**src/rtl/fixed2float.sv**
```systemverilog
// Converts 48-bit signed fixed point to FP16 with round-to-nearest-even and saturation.
// Four register levels: |x|, normalise, denormal shift, round/pack into the output register.
module fixed2float #(
   parameter int FRAC_BITS = 24
) (
   input  logic        clk,
   input  logic        reset_n,
   input  logic        valid_i,
   output logic        ready_o,
   input  logic [47:0] fixed_in,
   output logic        valid_o,
   input  logic        ready_i,
   output logic [15:0] float_o,
   output logic        ovf_o,
   output logic        unf_o
);

   localparam logic signed [7:0] EXP_OFS = 8'(15 - FRAC_BITS);

   logic               stall;
   logic               advance;

   logic               s1_valid_q;
   logic               s1_sign_q;
   logic [47:0]        s1_mag_q;
   logic [47:0]        s1_mag_d;

   logic               s2_valid_q;
   logic               s2_sign_q;
   logic               s2_zero_q;
   logic               s2_zero_d;
   logic [47:0]        s2_norm_q;
   logic [47:0]        s2_norm_d;
   logic signed [7:0]  s2_exp_q;
   logic signed [7:0]  s2_exp_d;
   logic [5:0]         lead_pos;

   logic               s3_valid_q;
   logic               s3_sign_q;
   logic               s3_zero_q;
   logic               s3_normal_q;
   logic               s3_normal_d;
   logic               s3_guard_q;
   logic               s3_guard_d;
   logic               s3_sticky_q;
   logic               s3_sticky_d;
   logic [10:0]        s3_sig_q;
   logic [10:0]        s3_sig_d;
   logic signed [7:0]  s3_exp_q;
   logic [3:0]         den_shift;
   logic [59:0]        den_ext;

   logic               valid_q;
   logic [15:0]        float_q;
   logic [15:0]        float_d;
   logic               ovf_q;
   logic               ovf_d;
   logic               unf_q;
   logic               unf_d;
   logic               round_up;
   logic [11:0]        sig_rnd;
   logic signed [8:0]  exp_rnd;

   assign stall   = valid_q & ~ready_i;
   assign advance = ~stall;
   assign ready_o = ~stall;

   assign valid_o = valid_q;
   assign float_o = float_q;
   assign ovf_o   = ovf_q;
   assign unf_o   = unf_q;

   // Unsigned negate: -2^47 maps onto 2^47 without overflow.
   assign s1_mag_d = fixed_in[47] ? (48'd0 - fixed_in) : fixed_in;

   always_comb begin
      lead_pos = '0;
      for (int i = 0; i < 48; i++) begin
         if (s1_mag_q[i]) lead_pos = 6'(i);
      end
   end

   assign s2_norm_d = s1_mag_q << (6'd47 - lead_pos);
   assign s2_exp_d  = $signed({2'b00, lead_pos}) + EXP_OFS;
   assign s2_zero_d = (s1_mag_q == '0);

   // Subnormals reuse the normal rounding datapath after a right shift of (1 - E);
   // beyond 12 the value is below half the smallest subnormal and rounds to zero.
   always_comb begin
      if (s2_exp_q >= 8'sd1)
         den_shift = 4'd0;
      else if (s2_exp_q <= -8'sd11)
         den_shift = 4'd12;
      else
         den_shift = 4'(8'sd1 - s2_exp_q);
   end

   assign den_ext     = {s2_norm_q, 12'd0} >> den_shift;
   assign s3_sig_d    = den_ext[59:49];
   assign s3_guard_d  = den_ext[48];
   assign s3_sticky_d = |den_ext[47:0];
   assign s3_normal_d = (s2_exp_q >= 8'sd1);

   assign round_up = s3_guard_q & (s3_sticky_q | s3_sig_q[0]);
   assign sig_rnd  = {1'b0, s3_sig_q} + {11'd0, round_up};
   assign exp_rnd  = {s3_exp_q[7], s3_exp_q} + {8'd0, sig_rnd[11]};

   always_comb begin
      float_d = '0;
      ovf_d   = 1'b0;
      unf_d   = 1'b0;
      if (s3_zero_q) begin
         float_d = '0;
      end else if (s3_normal_q) begin
         if (exp_rnd >= 9'sd31) begin
            float_d = {s3_sign_q, 15'h7BFF};
            ovf_d   = 1'b1;
         end else begin
            float_d = {s3_sign_q, exp_rnd[4:0], sig_rnd[9:0]};
         end
      end else if (sig_rnd[10:0] == 11'd0) begin
         float_d = {s3_sign_q, 15'h0000};
         unf_d   = 1'b1;
      end else begin
         // A carry into bit 10 lands in the exponent field as the minimum normal.
         float_d = {s3_sign_q, 4'd0, sig_rnd[10:0]};
      end
   end

   always_ff @(posedge clk or negedge reset_n) begin
      if (!reset_n) begin
         s1_valid_q  <= 1'b0;
         s1_sign_q   <= 1'b0;
         s1_mag_q    <= '0;
         s2_valid_q  <= 1'b0;
         s2_sign_q   <= 1'b0;
         s2_zero_q   <= 1'b0;
         s2_norm_q   <= '0;
         s2_exp_q    <= '0;
         s3_valid_q  <= 1'b0;
         s3_sign_q   <= 1'b0;
         s3_zero_q   <= 1'b0;
         s3_normal_q <= 1'b0;
         s3_guard_q  <= 1'b0;
         s3_sticky_q <= 1'b0;
         s3_sig_q    <= '0;
         s3_exp_q    <= '0;
         valid_q     <= 1'b0;
         float_q     <= '0;
         ovf_q       <= 1'b0;
         unf_q       <= 1'b0;
      end else if (advance) begin
         s1_valid_q  <= valid_i;
         s1_sign_q   <= fixed_in[47];
         s1_mag_q    <= s1_mag_d;
         s2_valid_q  <= s1_valid_q;
         s2_sign_q   <= s1_sign_q;
         s2_zero_q   <= s2_zero_d;
         s2_norm_q   <= s2_norm_d;
         s2_exp_q    <= s2_exp_d;
         s3_valid_q  <= s2_valid_q;
         s3_sign_q   <= s2_sign_q;
         s3_zero_q   <= s2_zero_q;
         s3_normal_q <= s3_normal_d;
         s3_guard_q  <= s3_guard_d;
         s3_sticky_q <= s3_sticky_d;
         s3_sig_q    <= s3_sig_d;
         s3_exp_q    <= s2_exp_q;
         valid_q     <= s3_valid_q;
         float_q     <= float_d;
         ovf_q       <= ovf_d;
         unf_q       <= unf_d;
      end
   end

endmodule

```
**config.mk**
```make
export PLATFORM = sky130hd
export DESIGN_NAME = fixed2float
export DESIGN_NICKNAME = d
export VERILOG_FILES = /design/src/rtl/fixed2float.sv
export SDC_FILE = /design/constraint.sdc
export NUM_CORES = 1
export LEC_CHECK = 0
export ABC_AREA = 1
export BUFFER_PORTS_ARGS = -buffer_cell sky130_fd_sc_hd__buf_2
export CAP_MARGIN = 20
export CORE_AREA = 2 2 154 156
export DETAILED_ROUTE_END_ITERATION = 12
export DIE_AREA = 0 0 156 158
export GPL_ROUTABILITY_DRIVEN = 1
export PLACE_DENSITY = 0.65
export SYNTH_ARGS = -nofsm -noshare
export SYNTH_HDL_FRONTEND = slang
export SYNTH_SLANG_ARGS = --single-unit
```
**constraint.sdc**
```tcl
create_clock -name clk -period 5.1 [get_ports clk]
set_input_delay 0.51 -clock clk [delete_from_list [all_inputs] [get_ports clk]]
set_output_delay 0.51 -clock clk [all_outputs]
set_load 0.01 [all_outputs]
```
# [Word level (Yosys, flattened, before mapping)]
# Index checks and enable logic that the tools add are counted.
[totals] elab_cells=99 output_inout_bits=20 inputBits=52 reg_bits=153
[op_classes] n_mux=60 n_bitwise=5 add_sub_neg=6 n_reduce_logical=3 shifts=2 order_cmp=3
[ops] op="6-bit 2-to-1 mux" count=45
[ops] op="60-bit by 4-bit right shift with 60-bit output" count=1
[ops] op="48-bit logical NOT" count=1
[ops] op="48-bit 2-to-1 mux" count=1
[ops] op="48-bit OR reduction" count=1
[ops] op="48-bit by 6-bit left shift with 48-bit output" count=1
[ops] op="1-bit by 48-bit subtractor with 48-bit output, first input constant" count=1
[ops] op="15-bit 2-to-1 mux" count=2
[ops] op="16-bit 2-to-1 mux" count=1
[ops] op="11-bit by 1-bit adder with 12-bit output" count=1
[ops] op="11-bit logical NOT" count=1
[ops] op="11-bit 2-to-1 mux" count=1
[ops] op="8-bit by 2-bit adder with 9-bit output" count=1
[ops] op="9-bit by 6-bit greater-or-equal comparator with 1-bit output, second input constant" count=1
[ops] op="7-bit by 5-bit adder with 8-bit output, second input constant" count=1
[ops] op="8-bit by 2-bit greater-or-equal comparator with 1-bit output, second input constant" count=1
[ops] op="8-bit by 5-bit <= comparator with 1-bit output, second input constant" count=1
[ops] op="4-bit 2-to-1 mux" count=2
[ops] op="1-bit 2-to-1 mux" count=7
[ops] op="6-bit subtractor, first input constant" count=1
[ops] op="2-bit by 4-bit subtractor with 4-bit output, first input constant" count=1
[ops] op="1-bit bitwise AND" count=2
[ops] op="2-bit 2-to-1 mux" count=1
[ops] op="1-bit NOT" count=2
[ops] op="1-bit OR" count=1

# [Longest topological paths before layout]
[logic_depth] word_depth=49 depth_mapped=58

# [Worst setup path before layout]
# OpenSTA, ideal clock, no wires.
[synth_timing] path_type="reg-to-reg" startpoint="register s1_mag_q[2]" endpoint="register s2_norm_q[46]" path_buffers=1 required_time_ps=4983 path_slack_ps=1705 t_arrival_ps=3277 setup_time_ps=117 stages_incl_launch_ff=56 cell_sequence="dfrtp_1 > inv_2 > nand2_1 > nand2_1 > nand2_1 > nand2_1 > nand2_1 > nand2_1 > nand2_1 > nand2_1 > nand2_1 > nand2_1 > nand2_1 > nand2_1 > nand2_1 > nand2_1 > nand2_1 > nand2_1 > [... 20 more ...] > nand2_1 > nand2_1 > nand2_1 > nand2_1 > nand2_1 > nand2_1 > nand2_2 > nand2_4 > nand2_4 > buf_4 > nand2_1 > nand3_1 > nand3_1 > nand3_1 > nand4_1 > nand2_1 > nor2_1 > nor2_1"
[synth_between] elab_chain_len=48
[synth_lines] item="start: declaration" line="25" source="logic [47:0] s1_mag_q;"
[synth_lines] item="start signal: assignment" line="155" source="s1_mag_q <= s1_mag_d;"
[synth_lines] item="2-bit 2-to-1 mux" line="79" source="if (s1_mag_q[i]) lead_pos = 6'(i);"
[synth_lines] item="6-bit 2-to-1 mux (45 in series)" line="79"
[synth_lines] item="6-bit subtractor" line="83" source="assign s2_norm_d = s1_mag_q << (6'd47 - lead_pos);"
[synth_lines] item="48-bit by 6-bit left shift with 48-bit output (*)" line="83"
[synth_lines] item="end signal: assignment" line="159" source="s2_norm_q <= s2_norm_d;"
[synth_lines] item="end: declaration" line="32" source="logic [47:0] s2_norm_q;"
# Mark *: on every way between the ends. The rest lies on a longest branch, timed or not.
# A chain may end at the register's enable or synchronous reset.

# [Worst setup path in the final report]
[layout_timing] startpoint="register s1_mag_q[2]" endpoint="register s2_norm_q[40]"
# Same word-level chain as after synthesis.

==> flow_results.xml <==
<?xml version="1.0" encoding="UTF-8"?>
<metrics>
  <group name="layout">
    <metric name="final_cell_area_excluding_filler_cells" unit="um2">12500</metric>
    <metric name="final_util" unit="%">54.3</metric>
    <metric name="final_common_cell" unit="">sky130_fd_sc_hd__nand2_1</metric>
    <metric name="final_nets" unit="">1842</metric>
    <metric name="layout.cells.most_common_list" unit="">488 x sky130_fd_sc_hd__nand2_1, 318 x sky130_fd_sc_hd__nand3_1, 153 x sky130_fd_sc_hd__dfrtp_1, 152 x sky130_fd_sc_hd__o21ai_0, 148 x sky130_fd_sc_hd__inv_1</metric>
    <metric name="insertedDiodeCount" unit="">0</metric>
    <metric name="area_delta_synth_final" unit="%">10.0</metric>
    <metric name="share_of_post_route_cells_with_drive_strength_above_1" unit="%">8.36</metric>
  </group>
  <group name="global_route">
    <metric name="grt_max_degree" unit="">75</metric>
    <metric name="grt_pass1_vias" unit="">11300</metric>
    <metric name="grt_antenna_before_repair" unit="">1</metric>
    <metric name="globalRoute.totalOverflow" unit="">0</metric>
    <metric name="grt_pass1_wl" unit="mm">57.7</metric>
    <metric name="globalRouteTotalUtil" unit="%">29.5</metric>
  </group>
  <group name="placed_design">
    <metric name="count_of_input_and_output_buffers" unit="">71</metric>
    <metric name="globalplace.congestion" unit="">0.990</metric>
    <metric name="dpl_worst_slack" unit="ns">0.737</metric>
    <metric name="placed_wire_length_estimate_after_detailed_placement" unit="mm">26.0</metric>
    <metric name="post_place_cell_area" unit="um2">11900</metric>
  </group>
  <group name="clock_tree">
    <metric name="clkTransAtPathRegs" unit="ns">0.07</metric>
    <metric name="clk_path_buf_depth" unit="">2</metric>
    <metric name="clkSinkCount" unit="">153</metric>
    <metric name="tritoncts_clock_tree" unit="">done</metric>
    <metric name="clock_tree.htree_level_count" unit="">4</metric>
    <metric name="cts_buffers" unit="">17</metric>
    <metric name="cts_repair_resize_count" unit="">0</metric>
    <metric name="hold_buffers" unit="">1</metric>
    <metric name="post_cts.repair.setup_buffers" unit="">0</metric>
    <metric name="clock-root-buffer" unit="">sky130_fd_sc_hd__clkbuf_16</metric>
    <metric name="clk_latency" unit="ns">0.44</metric>
  </group>
  <group name="critical_path">
    <metric name="cpMaxStageDelayCell" unit="">sky130_fd_sc_hd__dfrtp_1</metric>
    <metric name="worst_setup_path_end_kind" unit="">register</metric>
    <metric name="worst_r2r_endpoint" unit="">s2_norm_q[40]$_DFFE_PN0N_</metric>
    <metric name="arrival" unit="ns">4.72</metric>
    <metric name="path_max_fanout" unit="">45</metric>
    <metric name="timing_worst_setup_path_type" unit="">register to register</metric>
    <metric name="critPathMaxStageDelay" unit="ns">0.42</metric>
    <metric name="worstReg2RegStart" unit="">s1_mag_q[2]$_DFFE_PN0N_</metric>
    <metric name="cp.required" unit="ns">5.46</metric>
    <metric name="reg2reg_depth" unit="">56</metric>
    <metric name="worstSetupStartpointType" unit="">register</metric>
    <metric name="critPathMostFrequentCell" unit="">sky130_fd_sc_hd__nand2_1</metric>
    <metric name="worst-r2r-setup-slack" unit="ns">0.74</metric>
  </group>
  <group name="sta">
    <metric name="number_of_slew_limit_violations_in_the_final_report" unit="">0</metric>
    <metric name="maxClockFrequency" unit="MHz">229</metric>
    <metric name="period_share" unit="%">85.5</metric>
    <metric name="worst_slew_pin_slew" unit="ns">0.826</metric>
    <metric name="min_period" unit="ns">4.36</metric>
    <metric name="setup-tns-final" unit="ns">0</metric>
    <metric name="timing.final.setup_violations" unit="">0</metric>
    <metric name="hold_violations" unit="">0</metric>
    <metric name="final.setup_skew" unit="ns">0.0171</metric>
    <metric name="grt_setup_unrepaired" unit="">no</metric>
    <metric name="timing.max_slew.rel_slack" unit="%">44.9</metric>
    <metric name="worst_slack" unit="ns">0.739</metric>
  </group>
  <group name="logic_synthesis">
    <metric name="yosys_warnings" unit="">0</metric>
    <metric name="synth_cell_type_count" unit="">44</metric>
    <metric name="synth_register_bits" unit="">153</metric>
    <metric name="synth.net_count" unit="">1828</metric>
    <metric name="sequential_fraction_of_the_synthesis_area" unit="%">33.6</metric>
    <metric name="synthesis.area" unit="um2">11400</metric>
    <metric name="synth_enable_flop_cells" unit="">0</metric>
    <metric name="syn_inst" unit="">1767</metric>
    <metric name="fraction_of_registers_with_async_set_reset" unit="%">100</metric>
    <metric name="synthFlopType" unit="">sky130_fd_sc_hd__dfrtp_1</metric>
    <metric name="synth_area_per_cell" unit="um2">6.44</metric>
  </group>
  <group name="floorplanning">
    <metric name="core_area" unit="um2">23100</metric>
    <metric name="floorplan.initialDensity" unit="%">49.4</metric>
    <metric name="fp.dieW" unit="um">156</metric>
    <metric name="die_h" unit="um">158</metric>
    <metric name="design.die.area" unit="um2">24600</metric>
    <metric name="pin_count" unit="">72</metric>
    <metric name="placementRows" unit="">56</metric>
  </group>
  <group name="route">
    <metric name="drt-initial-drc-count" unit="">1034</metric>
    <metric name="drt_pass1_iterations" unit="">6</metric>
    <metric name="route.detailed.vias_per_inst" unit="">5.80</metric>
    <metric name="drt.antenna.violating_nets" unit="">0</metric>
    <metric name="vias" unit="">12100</metric>
    <metric name="wl" unit="mm">35.2</metric>
    <metric name="wire_per_inst" unit="um">16.9</metric>
    <metric name="drc" unit="">0</metric>
  </group>
  <group name="job">
    <metric name="maxCapViolations" unit="">0</metric>
  </group>
  <group name="worst_hold_path">
    <metric name="worstHoldPathType" unit="">input port to register</metric>
    <metric name="hp-start" unit="">valid_i</metric>
    <metric name="hold-path-cell-count" unit="">3</metric>
    <metric name="whs_endpoint" unit="">s1_valid_q$_DFFE_PN0N_</metric>
  </group>
  <group name="outcome">
    <metric name="outcome" unit="">finished, final reports clean</metric>
  </group>
  <group name="power">
    <metric name="peakVddDrop" unit="uV">409</metric>
    <metric name="cellLeakagePower" unit="nW">6.17</metric>
    <metric name="cellPowerDensity" unit="nW/um2">602</metric>
  </group>
</metrics>
## report_power, final
group          switching (mW)  internal (mW)  leakage, nW  total, mW
Sequential              0.372           1.71         1.82       2.08
Clock                   0.631          0.670        0.295       1.30
Combinational            2.86           1.30         4.05       4.16
## Yosys cell counts (5+ instances only)
cell type                  count  area, um2
sky130_fd_sc_hd__a211oi_1      6       45.0
sky130_fd_sc_hd__a21oi_1      68        340
sky130_fd_sc_hd__buf_1        10       37.5
sky130_fd_sc_hd__buf_4         5       37.5
sky130_fd_sc_hd__clkbuf_1     78        293
sky130_fd_sc_hd__dfrtp_1     153       3830
sky130_fd_sc_hd__ha_1          9        113
sky130_fd_sc_hd__inv_1       148        556
sky130_fd_sc_hd__nand2_1     488       1830
sky130_fd_sc_hd__nand3_1     318       1590
sky130_fd_sc_hd__nand4_1      21        131
sky130_fd_sc_hd__nor2_1      120        450
sky130_fd_sc_hd__nor3_1       21        105
sky130_fd_sc_hd__nor4_1       26        163
sky130_fd_sc_hd__o211ai_1     12       90.1
sky130_fd_sc_hd__o21ai_0     152        761
sky130_fd_sc_hd__o22ai_1      22        138
sky130_fd_sc_hd__or2_2        10       62.6
sky130_fd_sc_hd__xnor2_1      16        140
sky130_fd_sc_hd__xor2_1       28        245
## flip-flops by register name, summed over array words and instances (netlist names)
register,cells
s2_exp_q,8
s3_normal_q,1
valid_o,1
s2_sign_q,1
s3_valid_q,1
s1_valid_q,1
unf_o,1
s3_sign_q,1
ovf_o,1
s1_sign_q,1
float_o,16
s2_valid_q,1
s3_sig_q,11
s2_zero_q,1
s1_mag_q,48
s3_guard_q,1
s3_zero_q,1
s3_sticky_q,1
s2_norm_q,48
s3_exp_q,8
## per-layer routing
metal	global-route usage [%]	wire (um)	vias to the layer above
li1	-	-	5970
met1	36.9	14700	5637
met2	52.4	17500	412
met3	3.39	1860	73
met4	11.4	1170	0
met5	0	0	-
## layout make-up
class / instances / area, um2
inverters: 153 / 574
fillers: 2340 / 10500
multi-input cells: 1363 / 6620
clock inverters: 15 / 188
well taps: 290 / 363
clock buffers: 17 / 425
flip-flops and latches: 153 / 3830
repair buffers: 93 / 529
## kinds of logic (layout without fill, tap and decap cells)
group                      Yosys count  in the layout  synth area share, %
muxes                                4              4                0.352
and+or+nand+nor                   1017           1017                 39.0
buffers and inverters              251            278                 8.66
AOI/OAI and AO/OA                  289            289                 14.0
adders and majority gates            9              9                0.989
DFF                                153            153                 33.6
xor gates and xnor gates            44             44                 3.39
## worst max-delay path by stage
stage	slack (ns)	startpoint	cells after the start	endpoint
detailed placement	0.74	fixed_in[0]	21	s1_mag_q[44]$_DFFE_PN0N_
CTS	0.83	s1_mag_q[2]$_DFFE_PN0N_	56	s2_norm_q[40]$_DFFE_PN0N_
floorplan	1.71	s1_mag_q[2]$_DFFE_PN0N_	55	s2_norm_q[46]$_DFFE_PN0N_
global placement	0.82	fixed_in[0]	21	s1_mag_q[44]$_DFFE_PN0N_
finish	0.74	s1_mag_q[2]$_DFFE_PN0N_	56	s2_norm_q[40]$_DFFE_PN0N_
global route	0.12	s1_mag_q[2]$_DFFE_PN0N_	57	s2_norm_q[35]$_DFFE_PN0N_
## critical path, delay by kind of cell (launching register included)
family,cells,cell delay [ns]
and+or+nand+nor,54,3.37
DFF,1,0.42
buffers and inverters,2,0.47
## stage by stage
step           hold slack [ns]  total power [mW]  instances
6_report                 0.274              7.55       2084
5_1_grt                  0.295              8.19       2084
4_1_cts                  0.259              7.50       2084
3_5_place_dp             0.442              6.18       2051
3_3_place_gp             0.438              6.14       2051
2_1_floorplan            0.214              4.96       1767
No activity file was read; power rests on OpenSTA's default activity.
